`config.mk`:
```
export PLATFORM = sky130hd
export DESIGN_NAME = cprs_seq_ctrl
export DESIGN_NICKNAME = d
export VERILOG_FILES = /design/src/rtl/cprs_pkg.sv /design/src/rtl/cprs_4_2.sv /design/src/rtl/cprs_seq_ctrl.sv
export SDC_FILE = /design/constraint.sdc
export NUM_CORES = 1
export LEC_CHECK = 0
export CORE_MARGIN = 2
export CORE_UTILIZATION = 57
export CTS_BUF_LIST = sky130_fd_sc_hd__clkbuf_8
export CTS_CLUSTER_DIAMETER = 60
export DETAILED_ROUTE_END_ITERATION = 10
export DONT_BUFFER_PORTS = 1
export GPL_ROUTABILITY_DRIVEN = 0
export PLACE_DENSITY_LB_ADDON = 0.15
export SYNTH_ARGS = -nofsm -noshare
export SYNTH_HDL_FRONTEND = slang
export SYNTH_HIERARCHICAL = 1
export SYNTH_SLANG_ARGS = --single-unit
```
`constraint.sdc`:
```
create_clock -name clk -period 5.8 [get_ports clk]
set_input_delay 0.58 -clock clk [delete_from_list [all_inputs] [get_ports clk]]
set_output_delay 0.58 -clock clk [all_outputs]
set_load 0.01 [all_outputs]
```
`src/rtl/cprs_pkg.sv`:
```
// Shared types and constants for the bit-count compressor datapath.
package cprs_pkg;

   typedef enum logic [1:0] {
      CPRS_IDLE = 2'd0,
      CPRS_RUN  = 2'd1,
      CPRS_DONE = 2'd2
   } cprs_seq_state_t;

   localparam int CPRS_ERR_WEIGHT = 4;
   localparam int CPRS_NIB_W      = 4;

endpackage

```
`src/rtl/cprs_4_2.sv`:
```
// 4:2 compressor cell: 2-bit ones-count of a nibble; err flags the all-ones
// nibble whose count of 4 does not fit in the 2-bit output.
module cprs_4_2
   import cprs_pkg::*;
(
   input  logic [CPRS_NIB_W-1:0] din,
   output logic [1:0]            out,
   output logic                  err
);

   logic [2:0] sum;

   assign sum = {2'b00, din[0]} + {2'b00, din[1]} + {2'b00, din[2]} + {2'b00, din[3]};
   assign out = sum[1:0];
   assign err = &din;

endmodule

```
`src/rtl/cprs_seq_ctrl.sv`:
```
// Time-shares one cprs_4_2 cell across a wide word to produce its ones-count.
// Optional macro CPRS_SEQ_ERRCNT_EN builds the err-event counter.
module cprs_seq_ctrl
   import cprs_pkg::*;
#(
   parameter int N_NIB = 8,
   parameter int CNT_W = $clog2(4*N_NIB+1),
   parameter int ERR_W = $clog2(N_NIB+1)
) (
   input  logic                    clk,
   input  logic                    rstn,
   input  logic                    in_valid,
   output logic                    in_ready,
   input  logic [4*N_NIB-1:0]      in_data,
   output logic                    out_valid,
   input  logic                    out_ready,
   output logic [CNT_W-1:0]        out_count,
   output logic [ERR_W-1:0]        out_err_cnt,
   output logic                    busy
);

   localparam int IDX_W = (N_NIB > 1) ? $clog2(N_NIB) : 1;

   cprs_seq_state_t          state;
   logic [4*N_NIB-1:0]       sreg;
   logic [IDX_W-1:0]         idx;
   logic [CNT_W-1:0]         acc_cnt;
   logic [1:0]               nib_out;
   logic                     nib_err;
   logic [CNT_W-1:0]         contrib;

   cprs_4_2 u_cprs (
      .din (sreg[CPRS_NIB_W-1:0]),
      .out (nib_out),
      .err (nib_err)
   );

   // An all-ones nibble overflows the cell's 2-bit count, so err stands in for 4.
   assign contrib = nib_err ? CNT_W'(CPRS_ERR_WEIGHT) : CNT_W'(nib_out);

   always_ff @(posedge clk) begin
      if (!rstn) begin
         state     <= CPRS_IDLE;
         in_ready  <= 1'b1;
         out_valid <= 1'b0;
         busy      <= 1'b0;
         sreg      <= '0;
         idx       <= '0;
         acc_cnt   <= '0;
      end else begin
         case (state)
            CPRS_IDLE: begin
               if (in_valid) begin
                  sreg     <= in_data;
                  acc_cnt  <= '0;
                  idx      <= '0;
                  state    <= CPRS_RUN;
                  in_ready <= 1'b0;
                  busy     <= 1'b1;
               end
            end
            CPRS_RUN: begin
               acc_cnt <= acc_cnt + contrib;
               sreg    <= sreg >> CPRS_NIB_W;
               idx     <= idx + IDX_W'(1);
               if (idx == IDX_W'(N_NIB-1)) begin
                  state     <= CPRS_DONE;
                  out_valid <= 1'b1;
               end
            end
            CPRS_DONE: begin
               if (out_ready) begin
                  state     <= CPRS_IDLE;
                  out_valid <= 1'b0;
                  busy      <= 1'b0;
                  in_ready  <= 1'b1;
               end
            end
            default: begin
               state     <= CPRS_IDLE;
               in_ready  <= 1'b1;
               out_valid <= 1'b0;
               busy      <= 1'b0;
            end
         endcase
      end
   end

   assign out_count = acc_cnt;

`ifdef CPRS_SEQ_ERRCNT_EN
   logic [ERR_W-1:0] acc_err;

   always_ff @(posedge clk) begin
      if (!rstn) begin
         acc_err <= '0;
      end else if (state == CPRS_IDLE && in_valid) begin
         acc_err <= '0;
      end else if (state == CPRS_RUN && nib_err) begin
         acc_err <= acc_err + ERR_W'(1);
      end
   end

   assign out_err_cnt = acc_err;
`else
   assign out_err_cnt = '0;
`endif

endmodule

```
After elaboration in Yosys (flattened, before gate mapping)
Index checks and enable logic that the tools add are counted.
- bits in registers: 46
- output and inout bits: 13
- $add $sub $neg: 5
- equal/unequal tests: 6
- muxes and demuxes: 19
- bitwise operators: 2
- reduce and logical (&&, ||, !) cells: 7
- operators by type and width (operator ; number):
    $pmux 32 s2 ; 1
    $mux 32 ; 1
    $pmux 6 s2 ; 1
    $pmux 1 s3 ; 3
    $reduce_and 3->1 ; 3
    $add 6x3->6 ; 1
    $mux 2 ; 3
    $mux 3 ; 2
    $mux 6 ; 1
    $ne 2x2->1 const B ; 3
    $pmux 2 s3 ; 1
    $pmux 3 s2 ; 1
    $mux 1 ; 5
    $add 2x1->2 ; 2
    $reduce_and 4->1 ; 1
    $add 3x1->3 const B ; 1
    $eq 3x3->1 const B ; 1
    $add 1x1->2 ; 1
    $eq 2x1->1 const B ; 1
    $eq 2x2->1 const B ; 1
    $logic_not 2->1 ; 1
    $not 1->1 ; 2
    $reduce_and 2->1 ; 1
    $reduce_bool 2->1 ; 1

Longest topological paths before layout
- depth after elaboration: 6
- depth in mapped cells: 10
- mapped depth without buffers: 10

Modules after synthesis
Netlist, hierarchy kept.
- by module, submodules not included (module ; times used ; cells each ; area an instance (µm²)):
    cprs_seq_ctrl ; 1 ; 268 ; 2389.8
    cprs_4_2 ; 1 ; 9 ; 75.1

Worst setup path after synthesis
No wires, ideal clock.
- kind: register to register
- start point: register sreg[0]
- end point: register acc_cnt[2], in the netlist out_count[2]
- setup time: 0.119 ns
- arrival: 2.276 ns
- slack: 3.406 ns
- cell stages (with the launch flop): 11
- buffers on the path: 0
- clock period less this slack: 2.394 ns
- path through: dfxtp_1 > inv_1 > fa_1 > inv_1 > ha_1 > nor2b_1 > ha_1 > fa_1 > xor2_1 > a22oi_1 > nor2b_1
- longest elaborated chain between the ends: 6
- elaborated cells on any way between the ends: 7
- those cells by class: 4 x add/sub; 2 x mux; 1 x reduce/logical
- ends and longest elaborated chain (item ; line ; source):
    from (decl) ; cprs_seq_ctrl.sv:25 ; logic [4*N_NIB-1:0] sreg;
    from (signal assigned) ; cprs_seq_ctrl.sv:54 ; sreg <= in_data;
    from (signal assigned) ; cprs_seq_ctrl.sv:64 ; sreg <= sreg >> CPRS_NIB_W;
    $add 1x1->2 ; cprs_4_2.sv:13 ; assign sum = {2'b00, din[0]} + {2'b00, din[1]} + {2'b00, din[2]} + {2'b00, din[3]};
    $add 2x1->2 (2 in series) ; cprs_4_2.sv:13 ;
    named net nib_out[0] ; cprs_seq_ctrl.sv:28 ; logic [1:0] nib_out;
    $mux 3 ; cprs_seq_ctrl.sv:39 ; assign contrib = nib_err ? CNT_W'(CPRS_ERR_WEIGHT) : CNT_W'(nib_out);
    $add 6x3->6 ; cprs_seq_ctrl.sv:63 ; acc_cnt <= acc_cnt + contrib;
    $pmux 6 s2 ; cprs_seq_ctrl.sv:51 ; case (state)
    to (signal assigned) ; cprs_seq_ctrl.sv:63 ;
    to (decl) ; cprs_seq_ctrl.sv:27 ; logic [CNT_W-1:0] acc_cnt;
The timed path passes the listed nets, and every way through them passes these cells.
A chain may end at the register's enable or synchronous reset.

Final worst setup path
- start point: register sreg[0]
- end point: register acc_cnt[3], in the netlist out_count[3]
Same word-level chain as after synthesis.

==> qor.yml <==
status: "completed"
drt_wl_total_mm: 4.98
pwr-share-clk: 0.353
worst_slack_ns: 3.22
max_freq_mhz: 387
layout-drive-gt1-share: 0.137
totalPowerFinal_uw: 688
vias: 1978
p_int_uw: 520
io_pins: 49
relSlewSlack: 0.266
holdCritPathClass: "in2reg"
clock_path_buffers: 2
grt_max_degree: 66
final_common_cell: "dfxtp_1"
grt_pass1_vias: 1852
seqPwrFrac: 0.525
holdBufCountCts: 0
p_sw_uw: 168
min_period_ns: 2.58
grt_pass1_wl_mm: 8.60
crit_chain: "inv_1, fa_1, inv_1, ha_1, xnor2_1, nor2b_1, ha_1, a211oi_1, o311ai_0, a21boi_1"
slew_violations: 0
async_flop_share: 0
cts_buffers: 5
grt_usage: 0.212
antenna_found_initial: 0
critical_path_required_ns: 6.03
ir_worst_vdd_v: 0.000160
synth_edf_count: 0
clock_latency_ns: 0.30
post_cts.repair.setup_buffers: 0
wl_per_cell_um: 16.3
dieArea_um2: 4870
rows: 23
end_kind: "flip-flop"
final_cell_mix: "dfxtp_1 (46), o21ai_0 (33), a21oi_1 (31)"
crit_fanout: 4
hpwlAfterDp_mm: 3.08
max_stage_delay_ns: 0.54
critPathKind: "reg2reg"
clockRootBuffer: "clkbuf_8"
cts_sinks: 46
setup_tns_ns: 0
drtPass1Iterations: 4
p_comb_frac: 0.122
fin_nets: 301
tightest_slew_ns: 1.10
min_period_over_period: 0.446
cts.repair.resized: 0
start_util: 0.603
seq_area_frac_synth: 0.374
synth_seq_cells: 46
die_h_um: 69.8
synth_area_leaders: "dfxtp_1 (37%), o221ai_1 (9.9%), or3b_2 (9.2%)"
viasPerCell: 6.46
n_antenna_cell: 0
netlist_area_um2: 2460
ys.warnings.count: 6
num-fill-cells: 378
cts_tree: "yes"
coreArea_um2: 4090
grt_overflow_total: 0
synth.avg_cell_area_um2: 8.90
worstPathArrival_ns: 2.81
cts.clk_slew.worst_paths_ns: 0.08
critPathLaunchType: "flip-flop"
drv_cap: 0
cp_num_buf_inv: 2
htree_levels: 2
synth_cell_type_count: 37
drcViolationCount: 0
syn_inst: 277
ant_nets: 0
grt_setup_unrepaired: "false"
hold_viol: 0
initialDrtViolationCount: 150
clock_skew_ns: 0.00412
synth_top_area_share: 0.374
portBuffers: 0
ys.flop_type: "dfxtp_1"
power_density_nw_per_um2: 276
setup_viol: 0
pre_cts_ws_ns: 3.24
leakage_uw: 0.000907
crit_family: "adder cells"
syn2layout_area_growth_pct: 1.22
fp.dieW_um: 69.8
swShare: 0.244
yosys.area.top_type: "dfxtp_1"
crit_slowest_cell: "fa_1"
-- kinds of logic after synthesis --
kind of cell               Yosys count  synth area share
xor gates and xnor gates             2           0.00711
muxes                                2           0.00812
AOI/OAI and AO/OA                  110             0.286
DFF                                 46             0.374
buffers and inverters               39            0.0756
adders and majority gates            9            0.0518
and+or+nand+nor                     68             0.196
other                                1           0.00152
-- cell type report --
class / instances / area (µm²) / area share
multi-input combinational: 195 / 1370 / 0.549
sequential: 46 / 921 / 0.369
clock buffer: 6 / 82.6 / 0.0331
tap: 50 / 62.6 / 0.0251
clock inverter: 1 / 30.0 / 0.0120
inverter: 8 / 30.0 / 0.0120
-- cell usage after synthesis (2+ instances only) --
library cell	count
or3b_2	26
ha_1	7
o21ai_0	33
nand2_1	8
a21boi_1	2
and3b_1	3
o311ai_0	2
nor2b_1	14
mux2i_1	2
fa_1	2
or3b_1	3
inv_1	8
clkbuf_1	14
buf_4	5
a21oi_1	31
a22oi_1	5
a21boi_0	5
dfxtp_1	46
clkbuf_2	3
nand2b_1	3
o221ai_1	28
or4_1	2
buf_2	8
nor2_1	4
-- path summary, 6_finish.rpt --
kind / startpoint / end / slack, ns / cells after the start
max: sreg[0] / out_count[3] / 3.22 / 10
min: rstn / in_ready / 0.38 / 1
max reg2reg: sreg[0] / out_count[3] / 3.22 / 10
min reg2reg: sreg[28] / sreg[28] / 0.49 / 2
-- flip-flops by register name (all words and copies together), names as in the netlist --
signal and cells:
sreg 32, out_count 6, idx 3, state 2, busy 1, in_ready 1
out_valid 1
-- stage by stage --
| stage | instances | hold WS (ns) | area, µm² | utilization |
|---|---|---|---|---|
| after CTS | 306 | 0.359 | 2490 | 0.611 |
| final | 306 | 0.375 | 2490 | 0.611 |
| after floorplan | 280 | 0.452 | 2480 | - |
| after global placement | 299 | 0.472 | 2380 | 0.583 |
| after global routing | 306 | 0.373 | 2490 | 0.611 |
| after detailed placement | 299 | 0.479 | 2380 | 0.583 |
-- power by group through the flow --
| stage | logic, µW | clock network (µW) | registers, µW |
|---|---|---|---|
| 2_1_floorplan | 84.5 | 0 | 361 |
| 3_3_place_gp | 82.4 | 0 | 367 |
| 3_5_place_dp | 83.7 | 0 | 368 |
| 4_1_cts | 84.4 | 248 | 360 |
| 5_1_grt | 97.1 | 260 | 364 |
| 6_report | 83.9 | 243 | 361 |
-- layer usage --
metal / share of wire / up-vias / GRT usage
met2: 0.46 / 46 / 0.321
met4: 0.011 / 0 / 0.0641
met3: 0.050 / 7 / 0.0581
met1: 0.48 / 943 / 0.295
li1: - / 982 / -
met5: 0 / - / 0
(Power assumes the default switching activity.)
